[config.mk]
export PLATFORM = sky130hd
export DESIGN_NAME = board_select_ctl_flat
export DESIGN_NICKNAME = d
export VERILOG_FILES = /design/src/rtl/ttt_pkg.sv /design/src/rtl/board_select_ctl_if.sv /design/src/rtl/board_select_ctl_square_decode.sv /design/src/rtl/board_select_ctl.sv /design/src/flat_wrapper.sv
export SDC_FILE = /design/constraint.sdc
export NUM_CORES = 1
export LEC_CHECK = 0
export BUFFER_PORTS_ARGS = -buffer_cell sky130_fd_sc_hd__clkbuf_2
export CORE_MARGIN = 3
export CORE_UTILIZATION = 50
export CTS_CLUSTER_DIAMETER = 50
export DETAILED_ROUTE_END_ITERATION = 16
export GPL_TIMING_DRIVEN = 1
export PLACE_DENSITY = 0.74
export SYNTH_ARGS = -nofsm -noshare
export SYNTH_HDL_FRONTEND = slang
export SYNTH_SLANG_ARGS = --single-unit
[constraint.sdc]
create_clock -name pclk -period 4.5 [get_ports pclk]
set_input_delay 0.9 -clock pclk [delete_from_list [all_inputs] [get_ports pclk]]
set_output_delay 0.9 -clock pclk [all_outputs]
set_load 0.01 [all_outputs]
[src/rtl/ttt_pkg.sv]
// Shared definitions for the tic-tac-toe board select controller: grid geometry,
// FSM states, colour and winner codes, and the eight winning-line masks.
package ttt_pkg;

    localparam int COORD_W = 12;
    localparam int IDX_W   = 4;
    localparam int NUM_SQ  = 9;

    // Inclusive pixel bounds of the three grid columns and rows.
    localparam logic [COORD_W-1:0] COL0_LO = 12'd8;
    localparam logic [COORD_W-1:0] COL0_HI = 12'd343;
    localparam logic [COORD_W-1:0] COL1_LO = 12'd344;
    localparam logic [COORD_W-1:0] COL1_HI = 12'd679;
    localparam logic [COORD_W-1:0] COL2_LO = 12'd680;
    localparam logic [COORD_W-1:0] COL2_HI = 12'd1015;
    localparam logic [COORD_W-1:0] ROW0_LO = 12'd10;
    localparam logic [COORD_W-1:0] ROW0_HI = 12'd258;
    localparam logic [COORD_W-1:0] ROW1_LO = 12'd259;
    localparam logic [COORD_W-1:0] ROW1_HI = 12'd507;
    localparam logic [COORD_W-1:0] ROW2_LO = 12'd508;
    localparam logic [COORD_W-1:0] ROW2_HI = 12'd756;

    typedef enum logic [2:0] {
        ST_IDLE,
        ST_WAIT_PRESS,
        ST_DECODE,
        ST_COMMIT,
        ST_WAIT_RELEASE
    } state_e;

    typedef enum logic {
        COLOR_BLUE   = 1'b0,
        COLOR_YELLOW = 1'b1
    } color_e;

    typedef enum logic [1:0] {
        WIN_NONE   = 2'b00,
        WIN_BLUE   = 2'b01,
        WIN_YELLOW = 2'b10,
        WIN_DRAW   = 2'b11
    } winner_e;

    // Bit i of a mask stands for square i+1: rows, then columns, then diagonals.
    function automatic logic [NUM_SQ-1:0] win_line(input int unsigned k);
        case (k)
            0:       win_line = 9'h007;
            1:       win_line = 9'h038;
            2:       win_line = 9'h1C0;
            3:       win_line = 9'h049;
            4:       win_line = 9'h092;
            5:       win_line = 9'h124;
            6:       win_line = 9'h111;
            default: win_line = 9'h054;
        endcase
    endfunction

endpackage

[src/rtl/board_select_ctl_if.sv]
// Mouse, game-control and board-state signals exchanged with board_select_ctl.
// master = the surrounding game logic, slave = the controller.
interface board_select_ctl_if;
    import ttt_pkg::*;

    logic [COORD_W-1:0] mouse_xpos;
    logic [COORD_W-1:0] mouse_ypos;
    logic               mouse_left;
    logic               start_en;
    logic               choice_en;
    logic               new_game;
    logic [NUM_SQ-1:0]  square;
    logic [NUM_SQ-1:0]  square_color;
    logic               turn;
    logic               move_valid;
    logic [IDX_W-1:0]   move_idx;
    logic               game_over;
    logic [1:0]         winner;

    modport master (
        output mouse_xpos, mouse_ypos, mouse_left, start_en, choice_en, new_game,
        input  square, square_color, turn, move_valid, move_idx, game_over, winner
    );

    modport slave (
        input  mouse_xpos, mouse_ypos, mouse_left, start_en, choice_en, new_game,
        output square, square_color, turn, move_valid, move_idx, game_over, winner
    );

endinterface

[src/rtl/board_select_ctl_square_decode.sv]
// Combinational cursor-to-square decode: returns 1..9 (row*3 + col + 1) for a hit
// inside the grid, 0 for a miss.
module square_decode
    import ttt_pkg::*;
(
    input  logic [COORD_W-1:0] xpos,
    input  logic [COORD_W-1:0] ypos,
    output logic [IDX_W-1:0]   idx
);

    logic [1:0] col;
    logic [1:0] row;
    logic       hit_x;
    logic       hit_y;

    // NOTE: every output of this block is given a default first so no path can infer a latch.
    always_comb begin
        col   = 2'd0;
        row   = 2'd0;
        hit_x = 1'b1;
        hit_y = 1'b1;
        idx   = '0;

        if (xpos >= COL0_LO && xpos <= COL0_HI)      col = 2'd0;
        else if (xpos >= COL1_LO && xpos <= COL1_HI) col = 2'd1;
        else if (xpos >= COL2_LO && xpos <= COL2_HI) col = 2'd2;
        else                                          hit_x = 1'b0;

        if (ypos >= ROW0_LO && ypos <= ROW0_HI)      row = 2'd0;
        else if (ypos >= ROW1_LO && ypos <= ROW1_HI) row = 2'd1;
        else if (ypos >= ROW2_LO && ypos <= ROW2_HI) row = 2'd2;
        else                                          hit_y = 1'b0;

        if (hit_x && hit_y)
            idx = {2'b00, row} * 4'd3 + {2'b00, col} + 4'd1;
    end

endmodule

[src/rtl/board_select_ctl.sv]
// Mouse-driven square selection for the tic-tac-toe board. Define BOARD_WIN_DETECT_EN
// to add three-in-a-row detection; otherwise only a full board ends the game (draw).
module board_select_ctl
    import ttt_pkg::*;
#(
    parameter int SYNC_STAGES = 2
) (
    input  logic               pclk,
    input  logic               rst,
    board_select_ctl_if.slave  bus
);

    logic [SYNC_STAGES-1:0] sync_q, sync_d;
    logic                   btn_prev_q, btn_prev_d;
    state_e                 state_q, state_d;
    logic [COORD_W-1:0]     xpos_q, xpos_d;
    logic [COORD_W-1:0]     ypos_q, ypos_d;
    logic [IDX_W-1:0]       idx_q, idx_d;
    logic [NUM_SQ-1:0]      square_q, square_d;
    logic [NUM_SQ-1:0]      color_q, color_d;
    color_e                 turn_q, turn_d;
    logic                   move_valid_q, move_valid_d;
    logic [IDX_W-1:0]       move_idx_q, move_idx_d;
    logic                   game_over_q, game_over_d;
    winner_e                winner_q, winner_d;
    logic                   chk_q, chk_d;

    logic                   btn_s;
    logic                   press;
    logic                   run_ok;
    logic [IDX_W-1:0]       dec_idx;
    logic                   win_blue;
    logic                   win_yellow;

    assign btn_s  = sync_q[SYNC_STAGES-1];
    assign press  = btn_s & ~btn_prev_q;
    assign run_ok = bus.start_en & ~bus.choice_en & ~game_over_q;

    square_decode u_decode (
        .xpos (xpos_q),
        .ypos (ypos_q),
        .idx  (dec_idx)
    );

`ifdef BOARD_WIN_DETECT_EN
    always_comb begin
        win_blue   = 1'b0;
        win_yellow = 1'b0;
        for (int unsigned k = 0; k < 8; k++) begin
            if ((square_q & win_line(k)) == win_line(k)) begin
                if ((color_q & win_line(k)) == win_line(k)) win_yellow = 1'b1;
                else if ((color_q & win_line(k)) == '0)     win_blue   = 1'b1;
            end
        end
    end
`else
    assign win_blue   = 1'b0;
    assign win_yellow = 1'b0;
`endif

    always_comb begin
        sync_d       = {sync_q[SYNC_STAGES-2:0], bus.mouse_left};
        btn_prev_d   = btn_s;
        state_d      = state_q;
        xpos_d       = xpos_q;
        ypos_d       = ypos_q;
        idx_d        = idx_q;
        square_d     = square_q;
        color_d      = color_q;
        turn_d       = turn_q;
        move_valid_d = 1'b0;
        move_idx_d   = move_idx_q;
        game_over_d  = game_over_q;
        winner_d     = winner_q;
        chk_d        = 1'b0;

        // The board is judged in the cycle after a commit, once it holds the new move.
        if (chk_q) begin
            if (win_blue) begin
                game_over_d = 1'b1;
                winner_d    = WIN_BLUE;
            end else if (win_yellow) begin
                game_over_d = 1'b1;
                winner_d    = WIN_YELLOW;
            end else if (&square_q) begin
                game_over_d = 1'b1;
                winner_d    = WIN_DRAW;
            end
        end

        if (!run_ok) begin
            state_d = ST_IDLE;
        end else begin
            case (state_q)
                ST_IDLE:       state_d = ST_WAIT_PRESS;
                ST_WAIT_PRESS: begin
                    if (press) begin
                        xpos_d  = bus.mouse_xpos;
                        ypos_d  = bus.mouse_ypos;
                        state_d = ST_DECODE;
                    end
                end
                ST_DECODE: begin
                    idx_d = dec_idx;
                    if (dec_idx != '0 && !square_q[dec_idx - 4'd1]) state_d = ST_COMMIT;
                    else                                            state_d = ST_WAIT_RELEASE;
                end
                ST_COMMIT: begin
                    square_d[idx_q - 4'd1] = 1'b1;
                    color_d[idx_q - 4'd1]  = turn_q;
                    turn_d       = (turn_q == COLOR_BLUE) ? COLOR_YELLOW : COLOR_BLUE;
                    move_idx_d   = idx_q;
                    move_valid_d = 1'b1;
                    chk_d        = 1'b1;
                    state_d      = ST_WAIT_RELEASE;
                end
                ST_WAIT_RELEASE: if (!btn_s) state_d = ST_WAIT_PRESS;
                default:         state_d = ST_IDLE;
            endcase
        end

        // Board clear overrides everything, including a commit landing this cycle.
        if (bus.new_game) begin
            square_d     = '0;
            color_d      = '0;
            turn_d       = COLOR_BLUE;
            move_idx_d   = '0;
            move_valid_d = 1'b0;
            game_over_d  = 1'b0;
            winner_d     = WIN_NONE;
            chk_d        = 1'b0;
            state_d      = ST_IDLE;
        end
    end

    // NOTE: state uses non-blocking assignments only, and every flop is reset so an
    // in-flight decode or commit is dropped cleanly.
    always_ff @(posedge pclk) begin
        if (rst) begin
            sync_q       <= '0;
            btn_prev_q   <= 1'b0;
            state_q      <= ST_IDLE;
            xpos_q       <= '0;
            ypos_q       <= '0;
            idx_q        <= '0;
            square_q     <= '0;
            color_q      <= '0;
            turn_q       <= COLOR_BLUE;
            move_valid_q <= 1'b0;
            move_idx_q   <= '0;
            game_over_q  <= 1'b0;
            winner_q     <= WIN_NONE;
            chk_q        <= 1'b0;
        end else begin
            sync_q       <= sync_d;
            btn_prev_q   <= btn_prev_d;
            state_q      <= state_d;
            xpos_q       <= xpos_d;
            ypos_q       <= ypos_d;
            idx_q        <= idx_d;
            square_q     <= square_d;
            color_q      <= color_d;
            turn_q       <= turn_d;
            move_valid_q <= move_valid_d;
            move_idx_q   <= move_idx_d;
            game_over_q  <= game_over_d;
            winner_q     <= winner_d;
            chk_q        <= chk_d;
        end
    end

    assign bus.square       = square_q;
    assign bus.square_color = color_q;
    assign bus.turn         = turn_q;
    assign bus.move_valid   = move_valid_q;
    assign bus.move_idx     = move_idx_q;
    assign bus.game_over    = game_over_q;
    assign bus.winner       = winner_q;

endmodule

[src/flat_wrapper.sv]
// flat-port wrapper written by rule: the top's interface ports become plain ports
module board_select_ctl_flat import ttt_pkg::*;
#(
    parameter int SYNC_STAGES = 2
)
  (pclk, rst, bus_mouse_xpos, bus_mouse_ypos, bus_mouse_left, bus_start_en, bus_choice_en, bus_new_game, bus_square, bus_square_color, bus_turn, bus_move_valid, bus_move_idx, bus_game_over, bus_winner);
  board_select_ctl_if bus_i ();
  input  logic pclk;
  input  logic rst;
  input wire logic [$bits(bus_i.mouse_xpos)-1:0] bus_mouse_xpos;
  input wire logic [$bits(bus_i.mouse_ypos)-1:0] bus_mouse_ypos;
  input wire logic [$bits(bus_i.mouse_left)-1:0] bus_mouse_left;
  input wire logic [$bits(bus_i.start_en)-1:0] bus_start_en;
  input wire logic [$bits(bus_i.choice_en)-1:0] bus_choice_en;
  input wire logic [$bits(bus_i.new_game)-1:0] bus_new_game;
  output wire logic [$bits(bus_i.square)-1:0] bus_square;
  output wire logic [$bits(bus_i.square_color)-1:0] bus_square_color;
  output wire logic [$bits(bus_i.turn)-1:0] bus_turn;
  output wire logic [$bits(bus_i.move_valid)-1:0] bus_move_valid;
  output wire logic [$bits(bus_i.move_idx)-1:0] bus_move_idx;
  output wire logic [$bits(bus_i.game_over)-1:0] bus_game_over;
  output wire logic [$bits(bus_i.winner)-1:0] bus_winner;
  assign bus_i.mouse_xpos = bus_mouse_xpos;
  assign bus_i.mouse_ypos = bus_mouse_ypos;
  assign bus_i.mouse_left = bus_mouse_left;
  assign bus_i.start_en = bus_start_en;
  assign bus_i.choice_en = bus_choice_en;
  assign bus_i.new_game = bus_new_game;
  assign bus_square = bus_i.square;
  assign bus_square_color = bus_i.square_color;
  assign bus_turn = bus_i.turn;
  assign bus_move_valid = bus_i.move_valid;
  assign bus_move_idx = bus_i.move_idx;
  assign bus_game_over = bus_i.game_over;
  assign bus_winner = bus_i.winner;
  board_select_ctl #(.SYNC_STAGES(SYNC_STAGES)) u_core (.pclk(pclk), .rst(rst), .bus(bus_i));
endmodule
# Yosys cells after proc, flatten, opt, wreduce, memory -nomap -nowiden
# Index checks and enable logic that the tools add are counted.
[op_classes]
add_sub_neg = 4
multipliers = 1
n_div = 0
order_cmp = 15
n_eq_ne = 6
shifts = 0
muxes = 24
n_bitwise = 8
reduce_logical = 19
[op_table]
columns = ["op", "n"]
rows = [
  ["12-bit by 9-bit >= comparator with 1-bit output, second input constant", 3],
  ["12-bit by 10-bit <= comparator with 1-bit output, second input constant", 3],
  ["12-bit by 9-bit <= comparator with 1-bit output, second input constant", 3],
  ["12-bit by 4-bit >= comparator with 1-bit output, second input constant", 2],
  ["3-bit one-hot mux with 5 select lines", 1],
  ["12-bit by 10-bit >= comparator with 1-bit output, second input constant", 1],
  ["2-bit two-way mux", 6],
  ["4-bit by 5-bit < comparator with 1-bit output, second input constant", 2],
  ["1-bit two-way mux", 10],
  ["10-bit AND reduction", 1],
  ["9-bit bitwise mux", 1],
  ["1-bit logical AND", 9],
  ["3-bit two-way mux", 3],
  ["9-bit OR", 1],
  ["4-bit by 1-bit subtractor with 4-bit output, second input constant", 2],
  ["3-bit by 2-bit == test with 1-bit output, second input constant", 2],
  ["2-bit AND reduction", 3],
  ["4-bit by 1-bit adder with 4-bit output, second input constant", 1],
  ["4-bit by 2-bit adder with 4-bit output", 1],
  ["1-bit binary-select mux with 4-bit select", 1],
  ["1-bit demux with 4-bit select", 1],
  ["4-bit by 1-bit >= comparator with 1-bit output, second input constant", 1],
  ["2-bit by 2-bit multiplier with 4-bit output, second input constant", 1],
  ["4-bit two-way mux", 1],
  ["other kinds (12)", 17],
]
[word_totals]
register_bits = 60
latchBits = 0
ram_bits = 0
mem_bits_ro = 0
in_bits = 30
out_inout_bits = 27
elab_cells = 90
n_memories = 0

# Longest topological paths before layout
# Gate-level depths: netlist of run 1.
[depth]
depth_word = 16
ltp_mapped = 17
ltp_nobuf = 15

# By module
# Synthesis of run 1 repeated with hierarchy kept, for this count alone.
[hier_totals]
cells_unflattened = 340
hier_area_um2 = 2791.4
[modules_own_cells]
columns = ["module", "instances", "cells_per_inst", "area_each_um2", "seq_area_each_um2"]
rows = [
  ["board_select_ctl", 1, 278, 2382.3, 1181.1],
  ["square_decode", 1, 62, 409.1, 0.0],
]

# Worst setup path after synthesis of run 1
# OpenSTA, ideal clock, no wires.
[synth_path]
path_type = "reg-to-reg"
from = "register u_core.ypos_q[7]"
to = "register u_core.state_q[2]"
setup_time_ns = 0.116
arrival_time_ns = 3.796
required_ns = 4.384
slack_ns = 0.588
stages_incl_launch_ff = 16
path_buffers = 1
period_less_slack_ns = 3.912
path_cell_list = "dfxtp_1 > nand4_1 > a32o_1 > o21a_1 > inv_1 > fa_1 > fa_1 > nand2b_1 > ha_1 > clkbuf_1 > mux4_2 > mux2_2 > o211ai_1 > o211a_1 > o211ai_1 > o211a_1"
[synth_between]
elab_chain_len = 16
word_cells_on_any_way = 28
cone_classes = "add/sub (3); mul (1); order compare (6); mux (11); reduce/logical (7)"
[synth_rtl]
columns = ["item", "line", "rtl"]
rows = [
  ["start: declaration", "board_select_ctl.sv:17", "logic [COORD_W-1:0] ypos_q, ypos_d;"],
  ["start signal: assignment", "board_select_ctl.sv:159", "ypos_q <= ypos_d;"],
  ["12-bit by 9-bit >= comparator with 1-bit output or 12-bit by 10-bit <= comparator with 1-bit output (tied branches)", "board_select_ctl_square_decode.sv:31", "else if (ypos >= ROW2_LO && ypos <= ROW2_HI) row = 2'd2;"],
  ["1-bit logical AND", "board_select_ctl_square_decode.sv:31", ""],
  ["2-bit two-way mux", "board_select_ctl_square_decode.sv:31", ""],
  ["2-bit two-way mux", "board_select_ctl_square_decode.sv:30", "else if (ypos >= ROW1_LO && ypos <= ROW1_HI) row = 2'd1;"],
  ["2-bit two-way mux", "board_select_ctl_square_decode.sv:29", "if (ypos >= ROW0_LO && ypos <= ROW0_HI) row = 2'd0;"],
  ["2-bit by 2-bit multiplier with 4-bit output", "board_select_ctl_square_decode.sv:35", "idx = {2'b00, row} * 4'd3 + {2'b00, col} + 4'd1;"],
  ["4-bit by 2-bit adder with 4-bit output", "board_select_ctl_square_decode.sv:35", ""],
  ["4-bit by 1-bit adder with 4-bit output", "board_select_ctl_square_decode.sv:35", ""],
  ["4-bit two-way mux *", "board_select_ctl_square_decode.sv:34", "if (hit_x && hit_y)"],
  ["4-bit by 1-bit subtractor with 4-bit output", "board_select_ctl.sv:105", "if (dec_idx != '0 && !square_q[dec_idx - 4'd1]) state_d = ST_COMMIT;"],
  ["1-bit binary-select mux with 4-bit select", "board_select_ctl.sv:105", ""],
  ["1-bit two-way mux (not written as such)", "board_select_ctl.sv:105", ""],
  ["1-bit zero test", "board_select_ctl.sv:105", ""],
  ["1-bit logical AND *", "board_select_ctl.sv:105", ""],
  ["3-bit two-way mux *", "board_select_ctl.sv:105", ""],
  ["3-bit one-hot mux with 5 select lines *", "board_select_ctl.sv:94", "case (state_q)"],
  ["end signal: assignment", "board_select_ctl.sv:157", "state_q <= state_d;"],
  ["end: declaration", "board_select_ctl.sv:15", "state_e state_q, state_d;"],
]
# Mark *: on every way between the ends. The rest lies on a longest branch, timed or not. The select of a mux whose other input is x is not followed.
# A chain may end at the register's enable or synchronous reset.

# Final worst setup path of run 1
[layout_path]
from = "register u_core.xpos_q[8]"
to = "register u_core.state_q[2]"
[layout_between]
elab_chain_len = 15
word_cells_on_any_way = 27
cone_classes = "add/sub (3); order compare (6); mux (11); reduce/logical (7)"
[layout_rtl]
columns = ["item", "line", "rtl"]
rows = [
  ["start: declaration", "board_select_ctl.sv:16", "logic [COORD_W-1:0] xpos_q, xpos_d;"],
  ["start signal: assignment", "board_select_ctl.sv:158", "xpos_q <= xpos_d;"],
  ["12-bit by 10-bit >= comparator with 1-bit output or 12-bit by 10-bit <= comparator with 1-bit output (tied branches)", "board_select_ctl_square_decode.sv:26", "else if (xpos >= COL2_LO && xpos <= COL2_HI) col = 2'd2;"],
  ["1-bit logical AND", "board_select_ctl_square_decode.sv:26", ""],
  ["2-bit two-way mux", "board_select_ctl_square_decode.sv:26", ""],
  ["2-bit two-way mux", "board_select_ctl_square_decode.sv:25", "else if (xpos >= COL1_LO && xpos <= COL1_HI) col = 2'd1;"],
  ["2-bit two-way mux", "board_select_ctl_square_decode.sv:24", "if (xpos >= COL0_LO && xpos <= COL0_HI) col = 2'd0;"],
  ["4-bit by 2-bit adder with 4-bit output", "board_select_ctl_square_decode.sv:35", ""],
  ["4-bit by 1-bit adder with 4-bit output", "board_select_ctl_square_decode.sv:35", ""],
  ["4-bit two-way mux *", "board_select_ctl_square_decode.sv:34", ""],
  ["4-bit by 1-bit subtractor with 4-bit output", "board_select_ctl.sv:105", ""],
  ["1-bit binary-select mux with 4-bit select", "board_select_ctl.sv:105", ""],
  ["1-bit two-way mux (not written as such)", "board_select_ctl.sv:105", ""],
  ["1-bit zero test", "board_select_ctl.sv:105", ""],
  ["1-bit logical AND *", "board_select_ctl.sv:105", ""],
  ["3-bit two-way mux *", "board_select_ctl.sv:105", ""],
  ["3-bit one-hot mux with 5 select lines *", "board_select_ctl.sv:94", ""],
]
# Marks and branches as above.

==> impl_metrics.py, run 1 <==
metrics = {
    "sta": {
        "max_freq_mhz": 240.9,
        "finalHoldViolCount": 0,
        "final.setup.worst_slack_ns": 0.3493,
        "fin_crit_sh_pct": 92.24,
        "worstMarginPinSlew_ns": 0.8658,
        "min_period_ns": 4.151,
        "rsz0062_at_grt": "no",
        "max_slew_margin_pct": 42.11,
        "skew_ns": 0.01021,
        "slew_viol_final": 0,
        "finalSetupViolCount": 0,
        "setup_tns_ns": 0,
    },
    "critical_path": {
        "cp_max_fo": 9,
        "crit_family": "adder cells",
        "cp_num_buf_inv": 0,
        "cp_slowest_cell": "fa_1",
        "critPathArrivalTime_ns": 4.38,
        "crit_required_ns": 4.72,
        "criticalPathCategory": "register to register",
        "worstPathCellList": "o21ai_0 -> nor2_1 -> o21ai_1 -> fa_1 -> fa_1 -> nand2b_1 -> ha_1 -> mux4_2 -> mux2_2 -> o211ai_1 -> o211a_1 -> o211ai_1 -> o211a_1",
        "end_kind": "register",
        "startpoint_type": "register",
        "slowest_delay_ns": 0.58,
    },
    "yosys": {
        "ys_types": 45,
        "ys_seq_area_share_pct": 41.71,
        "ys_ff_latch": 56,
        "syn_avg_cell_area_um2": 8.244,
        "synth_cells": 326,
        "ys.flop_type": "dfxtp_1",
        "async_reset_ff_share_pct": 0,
        "synth_edf_count": 0,
        "netlist_area_mm2": 0.002688,
        "yosysWarnings": 0,
        "synth_nets": 362,
    },
    "power_and_ir_drop": {
        "sw_frac_of_total_pct": 21.68,
        "leakagePower_nw": 1.168,
        "ir_worst_vdd_mv": 0.1786,
        "p_clk_share_pct": 39.6,
        "p_int_mw": 0.6765,
        "power_frac_seq_pct": 57.6,
        "switchingPower_mw": 0.1873,
        "powerDensity_mw_per_mm2": 280.3,
        "combPwrFrac_pct": 2.8,
    },
    "finish": {
        "nFillCells": 508,
        "stdcell_area_mm2": 0.003082,
        "synthToLayoutAreaGrowth_pct": 14.66,
        "nets": 403,
        "layout_common_cells": "nand2_1 (57), dfxtp_1 (56), clkbuf_2 (53)",
        "antennaDiodeCount": 0,
        "layout_commonest_cell": "nand2_1",
        "drive_gt1_share_pct": 20.38,
        "final_cells": 438,
        "post-route-util_pct": 59.96,
    },
    "global_routing": {
        "grt_use_met1_pct": 26.34,
        "track_usage_pct": 19.60,
        "use_met3_pct": 4.195,
        "grtUsageMet2_pct": 31.73,
        "grt-ovfl-total": 0,
        "grt_busiest_layer": "met2",
        "grt_max_degree": 30,
        "grt_first_pass_wirelength_um": 9915,
        "antenna_found_initial": 0,
        "grt_pass1_vias": 2188,
    },
    "drt": {
        "via_count": 2354,
        "dr.first_iter.drc_count": 115,
        "wl_um": 5902,
        "firstDrtPassIters": 4,
        "routedWlPerCell_um": 13.47,
        "viasPerCell": 5.374,
        "ant_nets": 0,
        "drc_errors": 0,
    },
    "clock_network": {
        "insertion_delay_ns": 0.32,
        "tritoncts": "done",
        "clock_path_buffers": 2,
        "cts-buffers-inserted": 5,
        "clock-sinks": 56,
        "cts_resized": 0,
        "clk_pin_slew_ns": 0.10,
        "cts_setup_buffers": 0,
        "postCtsHoldBufs": 0,
        "root_buffer": "clkbuf_8",
        "cts_max_level": 2,
    },
    "placed_design": {
        "hpwl_um": 4233,
        "dpl_cell_area_mm2": 0.002958,
        "io_buffer_count": 53,
        "place_inst": 430,
        "gp_congestion": 0.8262,
        "pre_cts_ws_ns": 0.2958,
    },
    "min_path": {
        "hp-class": "register to register",
    },
    "job": {
        "cap_viol_max_count": 0,
    },
    "outcome": {
        "run_status": "complete, no violations",
    },
    "die": {
        "die_w_um": 79.32,
        "boundaryPins": 57,
        "core-area_mm2": 0.005140,
        "fp-row-count": 26,
        "die_area_mm2": 0.006291,
        "start_util_pct": 52.29,
        "die_h_um": 79.32,
    },
}
-- power by group through the flow --
stage	Combinational (mW)	Clock (mW)	Sequential, mW
2_1_floorplan	0.0115	0	0.509
3_3_place_gp	0.0236	0	0.509
3_5_place_dp	0.0236	0	0.509
4_1_cts	0.0239	0.349	0.498
5_1_grt	0.0263	0.373	0.499
6_report	0.0239	0.342	0.498
-- state kept, by name, summed over array words and instances, names as in the netlist --
name,flops
u_core.bus.move_valid,1
u_core.bus.game_over,1
u_core.xpos_q,9
u_core.bus.move_idx,4
u_core.btn_prev_q,1
u_core.sync_q,2
u_core.bus.square,9
u_core.ypos_q,12
u_core.bus.square_color,9
u_core.bus.turn,1
u_core.idx_q,4
u_core.state_q,3
-- final timing paths --
check             slack [ns]           endpoint              from  depth (start not counted)
setup / recovery        0.35  u_core.state_q[2]  u_core.xpos_q[8]                         13
hold / removal          0.45   u_core.sync_q[1]  u_core.sync_q[0]                          1
setup reg to reg        0.35  u_core.state_q[2]  u_core.xpos_q[8]                         13
hold reg to reg         0.45   u_core.sync_q[1]  u_core.sync_q[0]                          1
-- metal layers --
metal | up-vias | part of all wire [%]
met3 | 4 | 4.3
met2 | 47 | 48
li1 | 1219 | -
met5 | - | 0
met1 | 1084 | 48
met4 | 0 | 0.49
-- cells in the mapped netlist (all sizes together), types with 3 or more instances --
library cell  instances  area (µm²)
buf                   3       22.52
nand3                 6       30.03
o211ai                3       22.52
nand2b                6       37.54
clkbuf               16       60.06
a21oi                30       153.9
mux2i                10       100.1
dfxtp                56        1121
ha                    4       50.05
nor2b                 7       43.79
nand4                10       62.56
nand2                57       214.0
inv                   8       30.03
nor3                  6       30.03
nor4                  7       65.06
o21a                  3       22.52
o21ai                10       50.04
mux4                  4       90.09
nor2                 47       176.4
xor2                  3       26.28
-- layout make-up --
class | instances | area, µm² | share of cell area, %
multi-input combinational | 243 | 1463 | 47.46
sequential | 56 | 1121 | 36.38
timing repair buffer | 53 | 265.3 | 8.607
tap | 70 | 87.58 | 2.842
clock buffer | 5 | 68.82 | 2.233
clock inverter | 3 | 46.29 | 1.502
inverter | 8 | 30.03 | 0.9744
-- through the flow --
step | power [mW] | hold slack [ns]
6_report | 0.8637 | 0.4483
5_1_grt | 0.8982 | 0.4703
2_1_floorplan | 0.5203 | 0.4138
3_5_place_dp | 0.5330 | 0.4256
3_3_place_gp | 0.5329 | 0.4193
4_1_cts | 0.8710 | 0.4508
-- cell families after synthesis --
logic type	share of synthesized area [%]
xor gates and xnor gates	0.9778
buffers and inverters	4.190
adders and majority gates	3.352
DFF	41.71
AOI/OAI and AO/OA	13.69
muxes	7.915
and+or+nand+nor	28.17
Power figures use the tool's default switching activity.
==> inputs of run 2 (changes only) <==
- CELL_PAD_IN_SITES_DETAIL_PLACEMENT: default -> 1
- CELL_PAD_IN_SITES_GLOBAL_PLACEMENT: default -> 2
- CORE_UTILIZATION: 50 -> 32
- PLACE_DENSITY: 0.74 -> default
- PLACE_DENSITY_LB_ADDON: default -> 0.1
- SYNTH_HIERARCHICAL: default -> 1
==> impl_metrics.py, run 2 <==
metrics = {
    "outcome": {
        "run_status": "complete, no violations",
    },
    "min_path": {
        "min-delay-start": "u_core/xpos_q[11]",
        "whs_path_depth": 2,
        "hp-class": "register to register",
        "worst_hold_path.endpoint": "u_core/xpos_q[11]",
    },
    "power_and_ir_drop": {
        "switchingPower_mw": 0.1842,
        "p_clk_share_pct": 38.8,
        "powerDensity_mw_per_mm2": 274.0,
        "sw_frac_of_total_pct": 21.41,
        "p_int_mw": 0.6762,
        "combPwrFrac_pct": 3.3,
        "p_total_mw": 0.8604,
        "power_frac_seq_pct": 57.9,
        "leakagePower_nw": 1.157,
        "ir_worst_vdd_mv": 0.1155,
    },
    "finish": {
        "nets": 409,
        "drive_gt1_share_pct": 20.11,
        "stdcell_area_mm2": 0.003141,
        "post-route-util_pct": 39.61,
        "final_cells": 475,
        "layout_common_cells": "nand2_1 (63), dfxtp_1 (56), clkbuf_2 (53)",
        "regMostFlops": "u_core/ypos_q",
        "layout_commonest_cell": "nand2_1",
        "largest_reg_flops": 12,
        "antennaDiodeCount": 0,
        "synthToLayoutAreaGrowth_pct": 16.58,
    },
    "placed_design": {
        "pre_cts_ws_ns": 0.2495,
        "dpl_cell_area_mm2": 0.003010,
        "place_inst": 467,
        "hpwl_um": 5103,
        "io_buffer_count": 53,
        "gp_congestion": 0.7132,
    },
    "global_routing": {
        "track_usage_pct": 14.46,
        "antenna_found_initial": 0,
        "grt_max_degree": 31,
        "grt_first_pass_wirelength_um": 11630,
        "grt_pass1_vias": 2389,
        "grt-ovfl-total": 0,
    },
    "die": {
        "die_area_mm2": 0.009555,
        "boundaryPins": 57,
        "fp-row-count": 32,
        "die_h_um": 97.75,
        "die_w_um": 97.75,
        "start_util_pct": 33.98,
        "core-area_mm2": 0.007928,
    },
    "critical_path": {
        "r2r_setup_slack_ns": 0.38,
        "reg2regPathDepth": 15,
        "cp_slowest_cell": "fa_1",
        "end_kind": "register",
        "reg2reg_from": "u_core/ypos_q[7]",
        "slowest_delay_ns": 0.53,
        "cpMostUsedCell": "inv_1",
        "cp_max_fo": 4,
        "rr_endpoint": "u_core/state_q[2]",
        "critPathArrivalTime_ns": 4.32,
        "worstPathCellList": "nand4_1 -> or3_1 -> a311oi_2 -> inv_1 -> fa_1 -> inv_1 -> fa_1 -> o21ai_0 -> a21oi_1 -> inv_1 -> ha_1 -> and4_1 -> a221oi_2 -> o32ai_1 -> a31o_1",
        "crit_required_ns": 4.70,
        "criticalPathCategory": "register to register",
        "critPathLaunch": "u_core/ypos_q[7]",
        "startpoint_type": "register",
    },
    "clock_network": {
        "root_buffer": "clkbuf_8",
        "clk_pin_slew_ns": 0.10,
        "tritoncts": "done",
        "cts-buffers-inserted": 5,
        "insertion_delay_ns": 0.30,
        "cts_max_level": 2,
        "clock_path_buffers": 2,
        "clock-sinks": 56,
        "cts_setup_buffers": 0,
    },
    "sta": {
        "fin_crit_sh_pct": 91.54,
        "final.setup.worst_slack_ns": 0.3807,
        "min_period_ns": 4.119,
        "worstMarginPinSlew_ns": 1.098,
        "skew_ns": 0.008808,
        "finalHoldViolCount": 0,
        "max_slew_margin_pct": 26.23,
        "holdWs_ns": 0.4622,
        "max_freq_mhz": 242.8,
        "rsz0062_at_grt": "no",
        "setup_tns_ns": 0,
        "slew_viol_final": 0,
        "finalSetupViolCount": 0,
    },
    "drt": {
        "via_count": 2379,
        "firstDrtPassIters": 4,
        "wl_um": 6867,
        "drc_errors": 0,
        "dr.first_iter.drc_count": 74,
        "viasPerCell": 5.008,
        "routedWlPerCell_um": 14.46,
        "ant_nets": 0,
    },
    "job": {
        "cap_viol_max_count": 0,
    },
    "yosys": {
        "syn_avg_cell_area_um2": 8.213,
        "synth_nets": 365,
        "synth_cells": 328,
        "yosysWarnings": 6,
        "netlist_area_mm2": 0.002694,
    },
}
run 2: worst max path at each step:
stage | end | slack [ns] | depth (start not counted)
after detailed placement | u_core/state_q[2] | 0.25 | 15
after global placement | u_core/state_q[2] | 0.28 | 15
after CTS | u_core/state_q[2] | 0.21 | 15
final | u_core/state_q[2] | 0.38 | 15
after global routing | u_core/state_q[2] | 0.05 | 15
after floorplan | u_core/state_q[2] | 0.50 | 15
run 2: timing repair:
item | CTS | global route
endpoints found under the setup margin | 0 | 3
gates resized for setup | 0 | 3
hold endpoints to repair | 0 | 0
hold buffers | 0 | 0
run 2: power by group through the flow:
stage                     sequential [mW]  combinational [mW]  clock, mW
after floorplan                     0.509              0.0139          0
after global routing                0.499              0.0326      0.369
after detailed placement            0.510              0.0292          0
after CTS                           0.498              0.0294      0.355
after global placement              0.510              0.0287          0
final                               0.498              0.0287      0.333
run 2: worst max-delay path: cells and delay by family, from the launching register on:
family	cells	cell delay, ns
adder cells (fa/ha/maj)	3	1.37
flip-flops	1	0.36
AND/OR/NAND/NOR	3	0.78
buffers and inverters	3	0.27
AO/OA/AOI/OAI	6	1.22
run 2: routing by layer:
metal  vias to the layer above  global-route usage [%]  part of all wire, %
li1                       1226                       -                    -
met5                         -                       0                    0
met1                      1115                   20.86                   52
met2                        36                   22.88                   45
met3                         2                   2.429                  3.1
met4                         0                   2.875                 0.48
run 2: cell type report:
class	count	area, µm²
Multi-Input combinational cell	244	1455
Clock buffer	5	68.82
Inverter	9	33.78
Timing Repair Buffer	56	287.8
Clock inverter	3	46.29
Sequential cell	56	1121
Fill cell	1002	4787
Tap cell	102	127.6
==> inputs of run 3 (changes only) <==
- CORE_UTILIZATION: 32 -> 31
- SYNTH_HIERARCHICAL: 1 -> default
==> impl_metrics.py, run 3 (same netlist as run 1, synthesis figures left out) <==
metrics = {
    "global_routing": {
        "track_usage_pct": 14.69,
        "grt_first_pass_wirelength_um": 11810,
        "grt_pass1_vias": 2404,
        "antenna_found_initial": 0,
        "grt_max_degree": 30,
        "grt-ovfl-total": 0,
    },
    "drt": {
        "firstDrtPassIters": 4,
        "via_count": 2385,
        "dr.first_iter.drc_count": 83,
        "ant_nets": 0,
        "viasPerCell": 5.042,
        "wl_um": 7062,
        "drc_errors": 0,
        "routedWlPerCell_um": 14.93,
    },
    "die": {
        "die_h_um": 99.11,
        "fp-row-count": 33,
        "die_area_mm2": 0.009823,
        "core-area_mm2": 0.008299,
        "boundaryPins": 57,
        "die_w_um": 99.11,
        "start_util_pct": 32.38,
    },
    "sta": {
        "rsz0062_at_grt": "no",
        "finalSetupViolCount": 0,
        "skew_ns": 0.005313,
        "setup_tns_ns": 0,
        "holdWs_ns": 0.4544,
        "final.setup.worst_slack_ns": 0.3604,
        "max_slew_margin_pct": 37.27,
        "max_freq_mhz": 241.6,
        "min_period_ns": 4.140,
        "fin_crit_sh_pct": 91.99,
        "slew_viol_final": 0,
        "worstMarginPinSlew_ns": 0.9382,
        "finalHoldViolCount": 0,
    },
    "clock_network": {
        "tritoncts": "done",
        "root_buffer": "clkbuf_8",
        "clk_pin_slew_ns": 0.10,
        "cts_setup_buffers": 0,
        "postCtsHoldBufs": 0,
        "clock_path_buffers": 2,
        "cts_max_level": 2,
        "cts-buffers-inserted": 5,
        "clock-sinks": 56,
        "insertion_delay_ns": 0.32,
    },
    "critical_path": {
        "critPathArrivalTime_ns": 4.36,
        "r2r_setup_slack_ns": 0.36,
        "cp_slowest_cell": "fa_1",
        "cp_max_fo": 6,
        "startpoint_type": "register",
        "crit_family": "adder cells",
        "criticalPathCategory": "register to register",
        "crit_required_ns": 4.72,
        "cp_num_buf_inv": 0,
        "end_kind": "register",
        "slowest_delay_ns": 0.56,
        "worstPathCellList": "nand4_1 -> nor4_2 -> o21ai_1 -> fa_1 -> fa_1 -> nand2b_1 -> ha_2 -> mux4_2 -> mux2_2 -> o211ai_1 -> o211a_1 -> o211ai_1 -> o211a_1",
    },
    "finish": {
        "layout_common_cells": "nand2_1 (57), dfxtp_1 (56), clkbuf_2 (53)",
        "antennaDiodeCount": 0,
        "synthToLayoutAreaGrowth_pct": 15.92,
        "layout_commonest_cell": "nand2_1",
        "nets": 403,
        "regMostFlops": "u_core.ypos_q",
        "drive_gt1_share_pct": 20.65,
        "largest_reg_flops": 12,
    },
    "power_and_ir_drop": {
        "powerDensity_mw_per_mm2": 276.9,
        "ir_worst_vdd_mv": 0.1614,
        "leakagePower_nw": 1.160,
    },
    "min_path": {
        "hp-class": "register to register",
    },
    "placed_design": {
        "gp_congestion": 0.7790,
        "io_buffer_count": 53,
        "pre_cts_ws_ns": 0.2548,
        "hpwl_um": 5208,
    },
    "outcome": {
        "run_status": "complete, no violations",
    },
    "job": {
        "cap_viol_max_count": 0,
    },
}
[run 3: cell types whose count changed in the layout (fill, tap and decap cells not counted), sizes merged, moves of 3 or more]
cell / before / now
a21oi: 35 / 30
a2111oi: 3 / 0
nand2: 63 / 57
or3: 7 / 1
o21ai: 16 / 10
o21a: 7 / 3
mux4: 0 / 4
nor2: 25 / 47
or3b: 4 / 0
nand4: 6 / 10
buf: 3 / 0
or4: 4 / 0
[run 3: metal layers]
metal	routed length (µm)	vias up	track usage, %
met5	0	-	0
met4	73	0	3.782
met3	196	7	2.384
met2	3215	29	23.86
met1	3577	1136	20.37
li1	-	1213	-
[run 3: worst register-to-register path, delay by kind of cell (launching register included)]
kind            cells  cell delay (ns)
simple gates        3             0.62
flops               1             0.43
mux                 2             0.79
fa+ha+maj           3             1.37
compound gates      5             0.82
[run 3: final cells by class]
class	count	area, µm²
clock buffers	5	68.82
clock inverters	3	42.54
multi-input cells	243	1456
inverters	8	30.03
repair buffers	53	265.3
well taps	105	131.4
flip-flops and latches	56	1121
fillers	1016	5184
[run 3: worst paths after layout]
check | from | endpoint | cells after the start
setup / recovery | u_core.xpos_q[9] | u_core.state_q[2] | 13
setup reg to reg | u_core.xpos_q[9] | u_core.state_q[2] | 13
hold / removal | u_core.sync_q[0] | u_core.sync_q[1] | 1
hold reg to reg | u_core.sync_q[0] | u_core.sync_q[1] | 1
[run 3: through the flow]
| stage | instances | util (%) | instance area [µm²] | total power [mW] |
|---|---|---|---|---|
| global route | 473 | 37.54 | 3115 | 0.8975 |
| global placement | 465 | 36.17 | 3002 | 0.5342 |
| finish | 473 | 37.54 | 3115 | 0.8628 |
| floorplan | 326 | - | 2688 | 0.5203 |
| CTS | 473 | 37.51 | 3113 | 0.8782 |
| detailed placement | 465 | 36.17 | 3002 | 0.5348 |
[run 3: report_power, final]
part	internal [mW]	switching (mW)	total (mW)
logic	0.0108	0.0138	0.0246
registers	0.497	0.00122	0.498
clock network	0.165	0.175	0.340
total	0.673	0.190	0.863
[run 3: timing repair]
item                                    in CTS  in global routing
hold endpoints to repair                     0                  0
endpoints found under the setup margin       0                  1
gates resized for setup                      0                  1
